===== src/rtl/lightsaber_pwm.sv =====
// -----------------------------------------------------------------------------
// lightsaber_pwm
//
// Three-channel (red/green/blue) PWM driver for the lightsaber LED.
//
// A colour/brightness update arrives over a valid/ready handshake and is held
// in shadow registers. The shadow is copied into the active duty registers
// only at a PWM frame boundary, or immediately while the PWM is disabled.
// This means a running frame never mixes two colours. The three PWM outputs
// share one prescaler and one phase counter, so they stay phase-aligned.
// All outputs are driven straight from flops, so they are glitch-free.
//
// Parameters
//   PRESCALE     clk cycles per PWM phase step, legal range 1..65535
//
// Ports
//   clk          system clock, all state updates on the rising edge
//   rst          asynchronous reset, active-high
//   en           PWM run enable; while low the counters are held at zero
//   col_valid    Ri/Gi/Bi/bright carry an update this cycle
//   col_ready    an update can be accepted (no update is pending)
//   Ri, Gi, Bi   8-bit channel colour values
//   bright       8-bit master brightness
//   pwm_r/g/b    registered PWM outputs
//   frame_start  one-cycle pulse on the first cycle of each new frame
// -----------------------------------------------------------------------------
module lightsaber_pwm #(
    parameter int unsigned PRESCALE = 4
) (
    input  logic       clk,
    input  logic       rst,
    input  logic       en,
    input  logic       col_valid,
    output logic       col_ready,
    input  logic [7:0] Ri,
    input  logic [7:0] Gi,
    input  logic [7:0] Bi,
    input  logic [7:0] bright,
    output logic       pwm_r,
    output logic       pwm_g,
    output logic       pwm_b,
    output logic       frame_start
);

    localparam logic [15:0] PRE_LAST   = 16'(PRESCALE - 32'd1);
    // The phase never reaches 255, so a duty of 255 stays high for the whole frame.
    localparam logic [7:0]  PHASE_LAST = 8'd254;

    // Scales a channel value by (bright + 1) / 256. bright = 255 returns the
    // channel value unchanged, and bright = 0 always returns zero.
    function automatic logic [7:0] scale_duty(input logic [7:0] c, input logic [7:0] b);
        logic [16:0] prod;
        prod = 17'(c) * (17'(b) + 17'd1);
        return 8'(prod >> 8);
    endfunction

    // Counter state
    logic [15:0] pre_q,   pre_d;
    logic [7:0]  phase_q, phase_d;

    // Shadow (staged update) and handshake state
    logic [7:0]  sh_r_q,      sh_r_d;
    logic [7:0]  sh_g_q,      sh_g_d;
    logic [7:0]  sh_b_q,      sh_b_d;
    logic [7:0]  sh_bright_q, sh_bright_d;
    logic        pending_q,   pending_d;
    logic        ready_q,     ready_d;

    // Active duties
    logic [7:0]  dr_q, dr_d;
    logic [7:0]  dg_q, dg_d;
    logic [7:0]  db_q, db_d;

    // Output flops
    logic        pwm_r_q, pwm_r_d;
    logic        pwm_g_q, pwm_g_d;
    logic        pwm_b_q, pwm_b_d;
    logic        frame_start_q, frame_start_d;

    // Event strobes
    logic        tick_s;
    logic        wrap_s;
    logic        accept_s;
    logic        xfer_s;

    // Decode the per-cycle events: prescaler tick, frame wrap, accept, transfer.
    always_comb begin
        tick_s   = en && (pre_q == PRE_LAST);
        wrap_s   = tick_s && (phase_q == PHASE_LAST);
        accept_s = col_valid && !pending_q;
        // While disabled there is no frame in progress, so a pending update
        // is committed right away. The first frame after en rises then uses it.
        xfer_s   = pending_q && (wrap_s || !en);
    end

    // Next state for the prescaler and the phase counter.
    always_comb begin
        pre_d   = pre_q;
        phase_d = phase_q;
        if (!en) begin
            pre_d   = 16'd0;
            phase_d = 8'd0;
        end else if (tick_s) begin
            pre_d = 16'd0;
            if (wrap_s) begin
                phase_d = 8'd0;
            end else begin
                phase_d = phase_q + 8'd1;
            end
        end else begin
            pre_d = pre_q + 16'd1;
        end
    end

    // Next state for the shadow registers and the pending/ready handshake.
    always_comb begin
        sh_r_d      = sh_r_q;
        sh_g_d      = sh_g_q;
        sh_b_d      = sh_b_q;
        sh_bright_d = sh_bright_q;
        pending_d   = pending_q;
        if (accept_s) begin
            sh_r_d      = Ri;
            sh_g_d      = Gi;
            sh_b_d      = Bi;
            sh_bright_d = bright;
            pending_d   = 1'b1;
        end else if (xfer_s) begin
            pending_d = 1'b0;
        end else begin
            pending_d = pending_q;
        end
        // Registered copy of !pending, so col_ready comes straight from a flop.
        ready_d = !pending_d;
    end

    // Next state for the active duties, which load from the scaled shadow on transfer.
    always_comb begin
        dr_d = dr_q;
        dg_d = dg_q;
        db_d = db_q;
        if (xfer_s) begin
            dr_d = scale_duty(sh_r_q, sh_bright_q);
            dg_d = scale_duty(sh_g_q, sh_bright_q);
            db_d = scale_duty(sh_b_q, sh_bright_q);
        end else begin
            dr_d = dr_q;
            dg_d = dg_q;
            db_d = db_q;
        end
    end

    // Next state for the PWM compare outputs and the frame-start pulse.
    always_comb begin
        pwm_r_d       = en && (phase_q < dr_q);
        pwm_g_d       = en && (phase_q < dg_q);
        pwm_b_d       = en && (phase_q < db_q);
        frame_start_d = wrap_s;
    end

    // State register for the whole block, with asynchronous reset.
    always_ff @(posedge clk or posedge rst) begin
        if (rst) begin
            pre_q         <= 16'd0;
            phase_q       <= 8'd0;
            sh_r_q        <= 8'd0;
            sh_g_q        <= 8'd0;
            sh_b_q        <= 8'd0;
            sh_bright_q   <= 8'd0;
            pending_q     <= 1'b0;
            ready_q       <= 1'b1;
            dr_q          <= 8'd0;
            dg_q          <= 8'd0;
            db_q          <= 8'd0;
            pwm_r_q       <= 1'b0;
            pwm_g_q       <= 1'b0;
            pwm_b_q       <= 1'b0;
            frame_start_q <= 1'b0;
        end else begin
            pre_q         <= pre_d;
            phase_q       <= phase_d;
            sh_r_q        <= sh_r_d;
            sh_g_q        <= sh_g_d;
            sh_b_q        <= sh_b_d;
            sh_bright_q   <= sh_bright_d;
            pending_q     <= pending_d;
            ready_q       <= ready_d;
            dr_q          <= dr_d;
            dg_q          <= dg_d;
            db_q          <= db_d;
            pwm_r_q       <= pwm_r_d;
            pwm_g_q       <= pwm_g_d;
            pwm_b_q       <= pwm_b_d;
            frame_start_q <= frame_start_d;
        end
    end

    assign col_ready   = ready_q;
    assign pwm_r       = pwm_r_q;
    assign pwm_g       = pwm_g_q;
    assign pwm_b       = pwm_b_q;
    assign frame_start = frame_start_q;

endmodule


===== config.mk =====
export PLATFORM = sky130hd
export DESIGN_NAME = lightsaber_pwm
export DESIGN_NICKNAME = d
export VERILOG_FILES = /design/src/rtl/lightsaber_pwm.sv
export SDC_FILE = /design/constraint.sdc
export NUM_CORES = 1
export LEC_CHECK = 0
export CAP_MARGIN = 20
export CORE_AREA = 2 2 155 157
export CTS_BUF_LIST = sky130_fd_sc_hd__clkbuf_2 sky130_fd_sc_hd__clkbuf_4 sky130_fd_sc_hd__clkbuf_8
export DETAILED_ROUTE_END_ITERATION = 16
export DIE_AREA = 0 0 157 159
export GPL_TIMING_DRIVEN = 0
export PLACE_DENSITY = 0.71
export SETUP_SLACK_MARGIN = 0.5
export SKIP_CTS_REPAIR_TIMING = 1
export SKIP_LAST_GASP = 1
export SYNTH_ARGS = -nofsm -noshare
export SYNTH_HDL_FRONTEND = slang
export SYNTH_SLANG_ARGS = --single-unit

===== constraint.sdc =====
create_clock -name clk -period 5.2 [get_ports clk]
set_input_delay 1.04 -clock clk [delete_from_list [all_inputs] [get_ports clk]]
set_output_delay 1.04 -clock clk [all_outputs]
set_load 0.05 [all_outputs]

==> results.py <==
metrics = {
    "outcome": {
        "status": "completed",
    },
    "synth": {
        "ys_seq_area_share_pct": 20.79,
        "synth_edf_count": 0,
        "syn_nets": 1369,
        "ys_ff_latch": 86,
        "netlist_area_um2": 10360,
        "yosysWarnings": 0,
        "async_flop_share_pct": 100.0,
        "syn_area_per_cell_um2": 9.484,
        "ys.flop_type": "dfrtp_1",
        "synthCells": 1092,
        "synth_cell_type_count": 52,
    },
    "floorplanning": {
        "core.rowCount": 56,
        "initial_core_util_pct": 44.65,
        "die_width_um": 157,
        "core-area_um2": 23190,
        "die-area_um2": 24960,
        "die_y_um": 159,
        "ios": 41,
    },
    "hold_path": {
        "hp-class": "reg -> reg",
        "worstHoldPathCells": 2,
        "min_from": "db_q[4]$_DFFE_PP0P_",
        "holdPathEnd": "db_q[4]$_DFFE_PP0P_",
    },
    "finish": {
        "layout-drive-gt1-share_pct": 16.15,
        "layout.nets": 1461,
        "diodes": 0,
        "final_cell_mix": "inv_1, and2_1, fa_1",
        "area_delta_synth_final_pct": 19.00,
        "final_cell_area_um2": 12320,
        "final_common_cell": "inv_1",
    },
    "clock_network": {
        "worstSkewPairLatency_ps": 390,
        "cts.path.max_buffers": 2,
        "cts_tree": "yes",
        "numCtsBuffers": 9,
        "htree_levels": 3,
        "clock-sinks": 86,
        "clkTransAtPathRegs_ps": 90,
        "cts_root_buf": "clkbuf_8",
    },
    "detailed_routing": {
        "ant_nets": 0,
        "routed_wl_um": 22940,
        "wl_per_cell_um": 15.21,
        "first_iter_violations": 327,
        "vias": 7520,
        "drc": 0,
        "vias_per_cell": 4.987,
        "first_pass_iters": 4,
    },
    "setup_path": {
        "r2r-start": "sh_bright_q[0]$_DFFE_PP0P_",
        "worstPathArrival_ps": 5370,
        "required_ps": 5480,
        "r2r_cells": 19,
        "end_kind": "register",
        "crit_fanout": 8,
        "r2r-end": "dg_q[5]$_DFFE_PP0P_",
        "start_kind": "register",
        "path_class": "reg -> reg",
        "regToRegSetupSlack_ps": 110,
    },
    "global_route": {
        "grt-ovfl-total": 0,
        "antenna_found_initial": 0,
        "grt_max_degree": 66,
        "grt_pass1_vias": 7555,
        "grt_first_pass_wirelength_um": 37920,
        "grt.total_usage_pct": 18.96,
    },
    "timing": {
        "finalClockSkew_ps": 21.32,
        "report.final.hold_viol_count": 0,
        "rsz0062_at_grt": "true",
        "fin_hold_ws_ps": 487.0,
        "period_minus_slack_ps": 5095,
        "tightest_slew_ps": 694.6,
        "slew_violations": 0,
        "setup_viol": 0,
        "fin_ws_ps": 105.2,
        "timing.fmax_mhz": 196.3,
        "period_share_pct": 97.98,
        "slew_headroom_pct": 53.69,
    },
    "flow_run": {
        "max_cap_violations": 0,
    },
    "placed_design": {
        "dpl.hpwl_um": 17880,
        "port_buffers": 39,
        "pre_cts_ws_ps": -583.3,
        "gp_congestion": 0.8605,
        "place_area_um2": 11380,
    },
}
## synth_stat cells, drive strengths merged (9+ instances only)
cell type	count	area, µm²
dfrtp	85	2127
and3	10	62.56
o21ai	35	186.4
nor2	30	112.6
inv	184	690.7
xor2	26	227.7
fa	120	2402
buf	9	45.04
nand3	17	85.08
nor2b	20	125.1
clkbuf	29	108.9
mux2	32	360.4
a21o	13	97.59
ha	121	1514
xnor2	35	306.5
nand2	101	381.6
and2	137	857.1
a21oi	22	110.1
## stage by stage
| stage | std cells | TNS, ps | utilization, % |
|---|---|---|---|
| finish | 1508 | 0 | 53.14 |
| global route | 1508 | -169.2 | 53.14 |
| CTS | 1467 | -5052 | 50.16 |
| detailed placement | 1451 | -4811 | 49.08 |
| global placement | 1450 | -3655 | 48.95 |
| floorplan | 1092 | 0 | - |
## registers in the layout, summed over array words and instances, names as in the netlist, 8 cells and up
name         cells
db_q             8
sh_g_q           8
dr_q             8
dg_q             8
pre_q           16
sh_r_q           8
sh_b_q           8
phase_q          8
sh_bright_q      8
## routing by layer
layer | vias up | wire length [µm] | track usage (%) | part of all wire (%)
met3 | 37 | 881 | 2.803 | 3.8
met5 | - | 0 | 0 | 0
met2 | 171 | 10940 | 30.80 | 48
li1 | 3616 | - | - | -
met1 | 3696 | 10660 | 26.97 | 46
met4 | 0 | 466 | 4.003 | 2.0
## worst max path at each step
| stage | cells past startpoint | end | startpoint |
|---|---|---|---|
| finish | 19 | dg_q[5]$_DFFE_PP0P_ | sh_bright_q[0]$_DFFE_PP0P_ |
| global route | 19 | dg_q[5]$_DFFE_PP0P_ | sh_bright_q[0]$_DFFE_PP0P_ |
| CTS | 18 | dr_q[5]$_DFFE_PP0P_ | sh_bright_q[0]$_DFFE_PP0P_ |
| detailed placement | 18 | dr_q[5]$_DFFE_PP0P_ | sh_bright_q[0]$_DFFE_PP0P_ |
| global placement | 18 | dr_q[5]$_DFFE_PP0P_ | sh_bright_q[0]$_DFFE_PP0P_ |
| floorplan | 19 | dg_q[5]$_DFFE_PP0P_ | sh_bright_q[3]$_DFFE_PP0P_ |
## critical path: stages (launching register included)
cell	delay (ps)
dfrtp_2	460
ha_4	220
nand3_2	140
xnor2_4	270
buf_8	180
nand2_2	60
fa_1	470
fa_1	530
inv_1	60
fa_1	530
inv_1	50
fa_1	490
inv_2	50
ha_4	220
a21o_1	210
a31o_4	240
a32oi_4	260
nand2_2	110
a21o_1	160
a221o_1	280
## final cells by class
| cell class | instances | area [µm²] |
|---|---|---|
| fill | 2097 | 10870 |
| inverter | 184 | 693.2 |
| timing repair buffer | 81 | 733.2 |
| clock buffer | 10 | 131.4 |
| buffer | 38 | 250.2 |
| sequential | 86 | 2160 |
| multi-input combinational | 784 | 7840 |
| clock inverter | 6 | 117.6 |
| tap | 319 | 399.1 |
## cell families (layout without fill, tap and decap cells)
| group | Yosys count | count (layout) | share of synthesized area (%) |
|---|---|---|---|
| adder cells (fa/ha/maj) | 241 | 241 | 37.82 |
| AND/OR/NAND/NOR | 349 | 349 | 18.27 |
| buffers and inverters | 222 | 319 | 8.155 |
| AO/OA/AOI/OAI | 101 | 101 | 6.331 |
| multiplexers | 32 | 32 | 3.480 |
| flip-flops | 86 | 86 | 20.79 |
| XOR/XNOR | 61 | 61 | 5.159 |
Power is not shown: default switching activity piles up to over one toggle a cycle in this logic, so the estimate is an artifact.
